==> src/rtl/sha3_padder.sv <==
// sha3_padder
// Byte-stream front end for the SHA3-256 core. Collects message bytes into a
// rate block, applies SHA3 padding (0x06 ... 0x80), and hands each block to
// the core, pacing non-first blocks on the core's hash_next.
//
// Ports:
//   clk, rst_n          clock, asynchronous active-low reset
//   din[7:0]            message byte
//   din_valid           beat valid
//   din_keep            beat carries a byte (0 only with din_last)
//   din_last            final beat of the message
//   din_ready           beat accepted when din_valid & din_ready
//   block[8*RATE_BYTES-1:0]  rate block to core `in`
//   blk_valid           one-cycle pulse to core `in_valid`
//   blk_more            further blocks follow, to core `more`
//   hash_next           core ready for the next block of the same message
//   core_done           core digest present (core `out_valid`)
//
// state     | meaning
// S_FILL    | accepting message bytes into the buffer
// S_PAD     | one cycle: XOR 0x06 at byte cnt and 0x80 at the last byte
// S_ISSUE   | waiting for permission, then one blk_valid pulse
// S_WAIT    | final block issued, wait for the digest
module sha3_padder #(
  parameter int RATE_BYTES = 136
) (
  input  logic                    clk,
  input  logic                    rst_n,
  input  logic [7:0]              din,
  input  logic                    din_valid,
  input  logic                    din_keep,
  input  logic                    din_last,
  output logic                    din_ready,
  output logic [8*RATE_BYTES-1:0] block,
  output logic                    blk_valid,
  output logic                    blk_more,
  input  logic                    hash_next,
  input  logic                    core_done
);

  localparam int BW = 8 * RATE_BYTES;
  localparam int CW = $clog2(RATE_BYTES + 1);
  localparam logic [CW-1:0] LAST_IDX = CW'(RATE_BYTES - 1);

  typedef enum logic [1:0] {S_FILL, S_PAD, S_ISSUE, S_WAIT} state_t;

  state_t        state_q, state_d;
  logic [CW-1:0] cnt_q, cnt_d;
  logic          first_q, first_d;
  logic          pad_only_q, pad_only_d;
  logic          more_q, more_d;
  logic          hn_q, hn_d;
  logic          valid_q, valid_d;
  logic          wr_en, pad_en, clr;
  logic [7:0]    data_q [RATE_BYTES];

  always_ff @(posedge clk or negedge rst_n) begin
    if (!rst_n) begin
      state_q    <= S_FILL;
      cnt_q      <= '0;
      first_q    <= 1'b1;
      pad_only_q <= 1'b0;
      more_q     <= 1'b0;
      hn_q       <= 1'b0;
      valid_q    <= 1'b0;
    end else begin
      state_q    <= state_d;
      cnt_q      <= cnt_d;
      first_q    <= first_d;
      pad_only_q <= pad_only_d;
      more_q     <= more_d;
      hn_q       <= hn_d;
      valid_q    <= valid_d;
    end
  end

  always_comb begin
    state_d    = state_q;
    cnt_d      = cnt_q;
    first_d    = first_q;
    pad_only_d = pad_only_q;
    more_d     = more_q;
    valid_d    = 1'b0;
    // hash_next is captured in any state so an early one survives until issue
    hn_d       = hn_q | hash_next;
    wr_en      = 1'b0;
    pad_en     = 1'b0;
    clr        = 1'b0;
    din_ready  = (state_q == S_FILL);

    case (state_q)
      S_FILL: begin
        if (din_valid) begin
          if (din_keep) begin
            wr_en = 1'b1;
            cnt_d = cnt_q + CW'(1);
          end
          if (din_keep && cnt_q == LAST_IDX) begin
            // Block full: padding (if this was the last byte) needs a block of its own.
            state_d    = S_ISSUE;
            more_d     = 1'b1;
            pad_only_d = din_last;
            valid_d    = first_q;
          end else if (din_last) begin
            state_d = S_PAD;
          end
        end
      end
      S_PAD: begin
        pad_en  = 1'b1;
        more_d  = 1'b0;
        state_d = S_ISSUE;
        valid_d = first_q;
      end
      S_ISSUE: begin
        if (valid_q) begin
          // Pulse is on the bus this cycle; hash_next now refers to this block.
          clr     = 1'b1;
          first_d = 1'b0;
          hn_d    = 1'b0;
          cnt_d   = '0;
          if (more_q && pad_only_q) begin
            state_d    = S_PAD;
            pad_only_d = 1'b0;
          end else if (more_q) begin
            state_d = S_FILL;
          end else begin
            state_d = S_WAIT;
          end
        end else if (first_q || hn_q || hash_next) begin
          valid_d = 1'b1;
        end
      end
      S_WAIT: begin
        if (core_done) begin
          state_d = S_FILL;
          first_d = 1'b1;
        end
      end
      default: state_d = S_FILL;
    endcase
  end

  always_ff @(posedge clk or negedge rst_n) begin
    if (!rst_n) begin
      for (int i = 0; i < RATE_BYTES; i++) data_q[i] <= '0;
    end else if (clr) begin
      for (int i = 0; i < RATE_BYTES; i++) data_q[i] <= '0;
    end else if (wr_en) begin
      data_q[cnt_q] <= din;
    end else if (pad_en) begin
      // Both pad bytes can land on the last byte; merge them into one write.
      if (cnt_q == LAST_IDX) begin
        data_q[RATE_BYTES-1] <= data_q[RATE_BYTES-1] ^ 8'h86;
      end else begin
        data_q[cnt_q]        <= data_q[cnt_q] ^ 8'h06;
        data_q[RATE_BYTES-1] <= data_q[RATE_BYTES-1] ^ 8'h80;
      end
    end
  end

  // Byte k bit j sits at block[BW-1-8k-j]: bytes MSB-first, bits LSB-first.
  always_comb begin
    block = '0;
    for (int k = 0; k < RATE_BYTES; k++) begin
      for (int j = 0; j < 8; j++) begin
        block[BW-1-8*k-j] = data_q[k][j];
      end
    end
  end

  assign blk_valid = valid_q;
  assign blk_more  = more_q;

endmodule

==> config.mk <==
export PLATFORM = sky130hd
export DESIGN_NAME = sha3_padder
export DESIGN_NICKNAME = d
export VERILOG_FILES = /design/src/rtl/sha3_padder.sv
export SDC_FILE = /design/constraint.sdc
export NUM_CORES = 2
export LEC_CHECK = 0
export BUFFER_PORTS_ARGS = -buffer_cell sky130_fd_sc_hd__buf_2
export CORE_AREA = 2 2 436 438
export DETAILED_ROUTE_END_ITERATION = 8
export DIE_AREA = 0 0 438 440
export PLACE_DENSITY = 0.47
export SYNTH_ARGS = -nofsm -noshare
export SYNTH_HDL_FRONTEND = slang
export SYNTH_SLANG_ARGS = --single-unit
==> constraint.sdc <==
create_clock -name clk -period 4 [get_ports clk]
set_input_delay 0.8 -clock clk [delete_from_list [all_inputs] [get_ports clk]]
set_output_delay 0.8 -clock clk [all_outputs]
set_load 0.01 [all_outputs]
==> results.toml <==
[placement]
dpl-instance-area_sq_um = 63200
io_buffers = 1105
dp.cells = 8675
gp_congestion = 0.944
dp_hpwl_mm = 257

[worst_setup_path]
path_cells = "buf_12 > buf_12 > buf_12 > mux4_2 > a22oi_1 > nand2_1 > a22oi_1 > o221ai_1 > buf_4 > a32oi_4 > buf_12 > buf_12 > o21ai_0"
end_kind = "register"
crit_slowest_cell = "mux4_2"
crit_buf_inv = 6
path_max_fanout = 26
crit_family = "buffers and inverters"
cp-startpoint = "cnt_q[0]$_DFFE_PN0P_"
cpPeakStageDelay_ps = 560
start_kind = "register"
cp.arrival_ps = 4630
timing.rr.start = "cnt_q[0]$_DFFE_PN0P_"
cp_data_required_time_ps = 4690
crit_top_cell = "buf_12"
worstSetupPathType = "register to register"

[routing]
wl_per_cell_um = 37.7
routedLengthMet1_mm = 132
routed.top_layer = "met5"
drc = 0
vias = 51455
dr_wl_met2_mm = 150
drtPass1Iterations = 6
antenna_left = 0
totalWireLength_mm = 336
initialDrtViolationCount = 6168
viasPerCell = 5.76
met3_length_mm = 29.7

[flow_run]
drv_cap = 0

[cts]
cts_max_level = 4
cts.sinks = 1103
cts_buffers = 136
clk_path_buf_depth = 3
clk_latency_ps = 850
cts.hold.buffers_added = 0
cts_root_buf = "clkbuf_16"
clk_pin_slew_ps = 50
cts_tree = "built"

[sta]
finalSetupTns_ps = 0
report.final.slew_viol_count = 0
finalCriticalPeriod_ps = 3940
finalClockSkew_ps = 49.6
fin_crit_sh_pct = 98.5
grt_setup_unrepaired = "true"
holdWs_ps = 27.0
maxSlewHeadroom_pct = 21.7
setup_viol = 0
hold_viol = 0
max_freq_mhz = 254
tightestPinTransition_ps = 1170

[cells_and_area]
nets = 6328
final_area_sq_um = 67900
multi_input_comb_area_sq_um = 22700
finalNonFillerCells = 8928
drive_gt1_share_pct = 32.3
syn2layout_area_growth_pct = 31.3
nFillCells = 19206
register_area_sq_um = 27600

[pwr]
p_per_area_nw_per_um2 = 746
total_power_uw = 50700
ir_worst_vdd_mv = 0.611
p_leak_uw = 0.0316

[yosys]
ys.flop_type = "dfrtp_1"
synth_edf_count = 0
synth_area_leader_cell = "dfrtp_1"
synth_nets = 5018
ys_seq_elements = 1103
syn_inst = 4999
synthDistinctLibCells = 79
yosysWarnings = 0
ys_top_cells_by_area = "dfrtp_1 53%, mux4_2 10%, nand2_1 9.5%, o21ai_0 8.9%, a22oi_1 2.3%"
async_flop_share_pct = 100
seq_area_frac_synth_pct = 53.4
yosysTopAreaCellShare_pct = 53.3
avgSynthCellArea_sq_um = 10.3
synthesis.area_sq_um = 51700

[floorplan]
num_rows = 160
coreArea_sq_um = 189000
ioPinCount = 1106
dieArea_sq_um = 193000
die-height_um = 440
initial_core_util_pct = 27.4
die_w_um = 438

[global_routing]
antenna_found_initial = 30
grt_max_degree = 103
gr-total-overflow = 0
grt_pass1_wl_mm = 449
grt_pass1_vias = 49322
grt.total_usage_pct = 33.9

[status]
outcome = "finished, final reports clean"

[worst_hold_path]
worstHoldPathType = "input port to async pin"
==> placed cells by master (no fill, tap or decap), types with 15 or more instances in the layout <==
cell type / count
a21oi_1: 25
a22o_1: 34
a22oi_1: 156
a31oi_1: 17
a32o_1: 17
a32oi_1: 18
and2_1: 15
buf_12: 87
buf_2: 1104
buf_4: 346
clkbuf_1: 31
clkbuf_16: 137
clkbuf_8: 24
clkinv_2: 17
dfrtp_1: 1097
mux2i_1: 107
mux4_2: 236
nand2_1: 1307
nand2b_1: 15
nand3_1: 56
nor2_1: 139
o21ai_0: 914
o21ai_1: 74
o31ai_1: 107
o41ai_1: 67
==> through the flow <==
stage                     worst slack [ps]  utilization (%)
after floorplan                        358                -
final                                 61.9             36.0
after global routing                 -1.12             36.0
after CTS                             3.99             35.9
after detailed placement              -306             33.5
after global placement                -326             33.5
==> worst register-to-register path, delay by kind of cell (launching register included) <==
kind	cells	cell delay [ps]
AO/OA/AOI/OAI	5	1220
buffers and inverters	6	1300
flip-flops	1	440
multiplexers	1	590
AND/OR/NAND/NOR	1	230
==> cell families (layout without fill, tap and decap cells) <==
kind of cell	after synthesis	after routing	synth area share (%)
xor gates and xnor gates	6	6	0.102
AOI/OAI and AO/OA	1516	1516	17.6
other	0	13	0
DFF	1103	1103	53.4
adders and majority gates	4	4	0.0968
muxes	359	359	12.7
and+or+nand+nor	1631	1631	12.7
buffers and inverters	380	1785	3.45
==> power breakdown <==
part	leakage (uW)	total [uW]	internal [uW]	switching (uW)
Combinational	0.0144	22600	7560	15000
Sequential	0.0150	15500	13100	2370
Clock	0.00219	12700	7220	5460
Total	0.0316	50700	27900	22800
==> what timing repair did <==
item	CTS	global route
pin swaps	3	1
buffers inserted	3	4
gates resized for setup	10	14
endpoints found under the setup margin	550	247
==> flip-flops by register name (all words and copies together), names as in the netlist <==
signal,flops
hn_q,1
first_q,1
blk_valid,1
blk_more,1
pad_only_q,1
cnt_q,8
state_q,2
block,1088
==> area by class of cell <==
cell class / count / share of cell area, %
sequential: 1103 / 40.7
multi-input combinational: 3516 / 33.4
timing repair buffer: 1541 / 14.6
clock buffer: 192 / 5.71
tap: 2511 / 4.63
clock inverter: 41 / 0.896
inverter: 11 / 0.0608
antenna: 13 / 0.0479
==> synthesized netlist by cell type (16+ instances only) <==
cell type	count
a21oi_1	25
a22o_1	34
a22oi_1	159
a31oi_1	19
a32o_1	17
a32oi_1	19
and2_1	16
buf_1	34
buf_2	54
buf_4	18
clkbuf_1	237
dfrtp_1	1102
mux2i_1	111
mux4_2	236
nand2_1	1311
nand3_1	59
nor2_1	146
o21ai_0	915
o21ai_1	75
o31ai_1	107
o41ai_1	67
==> metal layers <==
layer	track usage, %	vias up
met4	20.8	12
met2	51.6	3313
li1	-	20736
met1	43.6	26688
met5	0	-
met3	8.10	706
==> path summary, 6_finish.rpt <==
path	slack [ps]	cells after the start	endpoint
worst min register to register	500	2	block[961]$_DFFE_PN0P_
worst max-delay path	60	13	block[235]$_DFFE_PN0P_
min in group clk	200	2	state_q[0]$_DFFE_PN0P_
max in group asynchronous	2810	2	block[779]$_DFFE_PN0P_
worst min-delay path	30	1	block[102]$_DFFE_PN0P_
worst max register to register	60	13	block[235]$_DFFE_PN0P_
No activity file was read; power rests on OpenSTA's default activity.
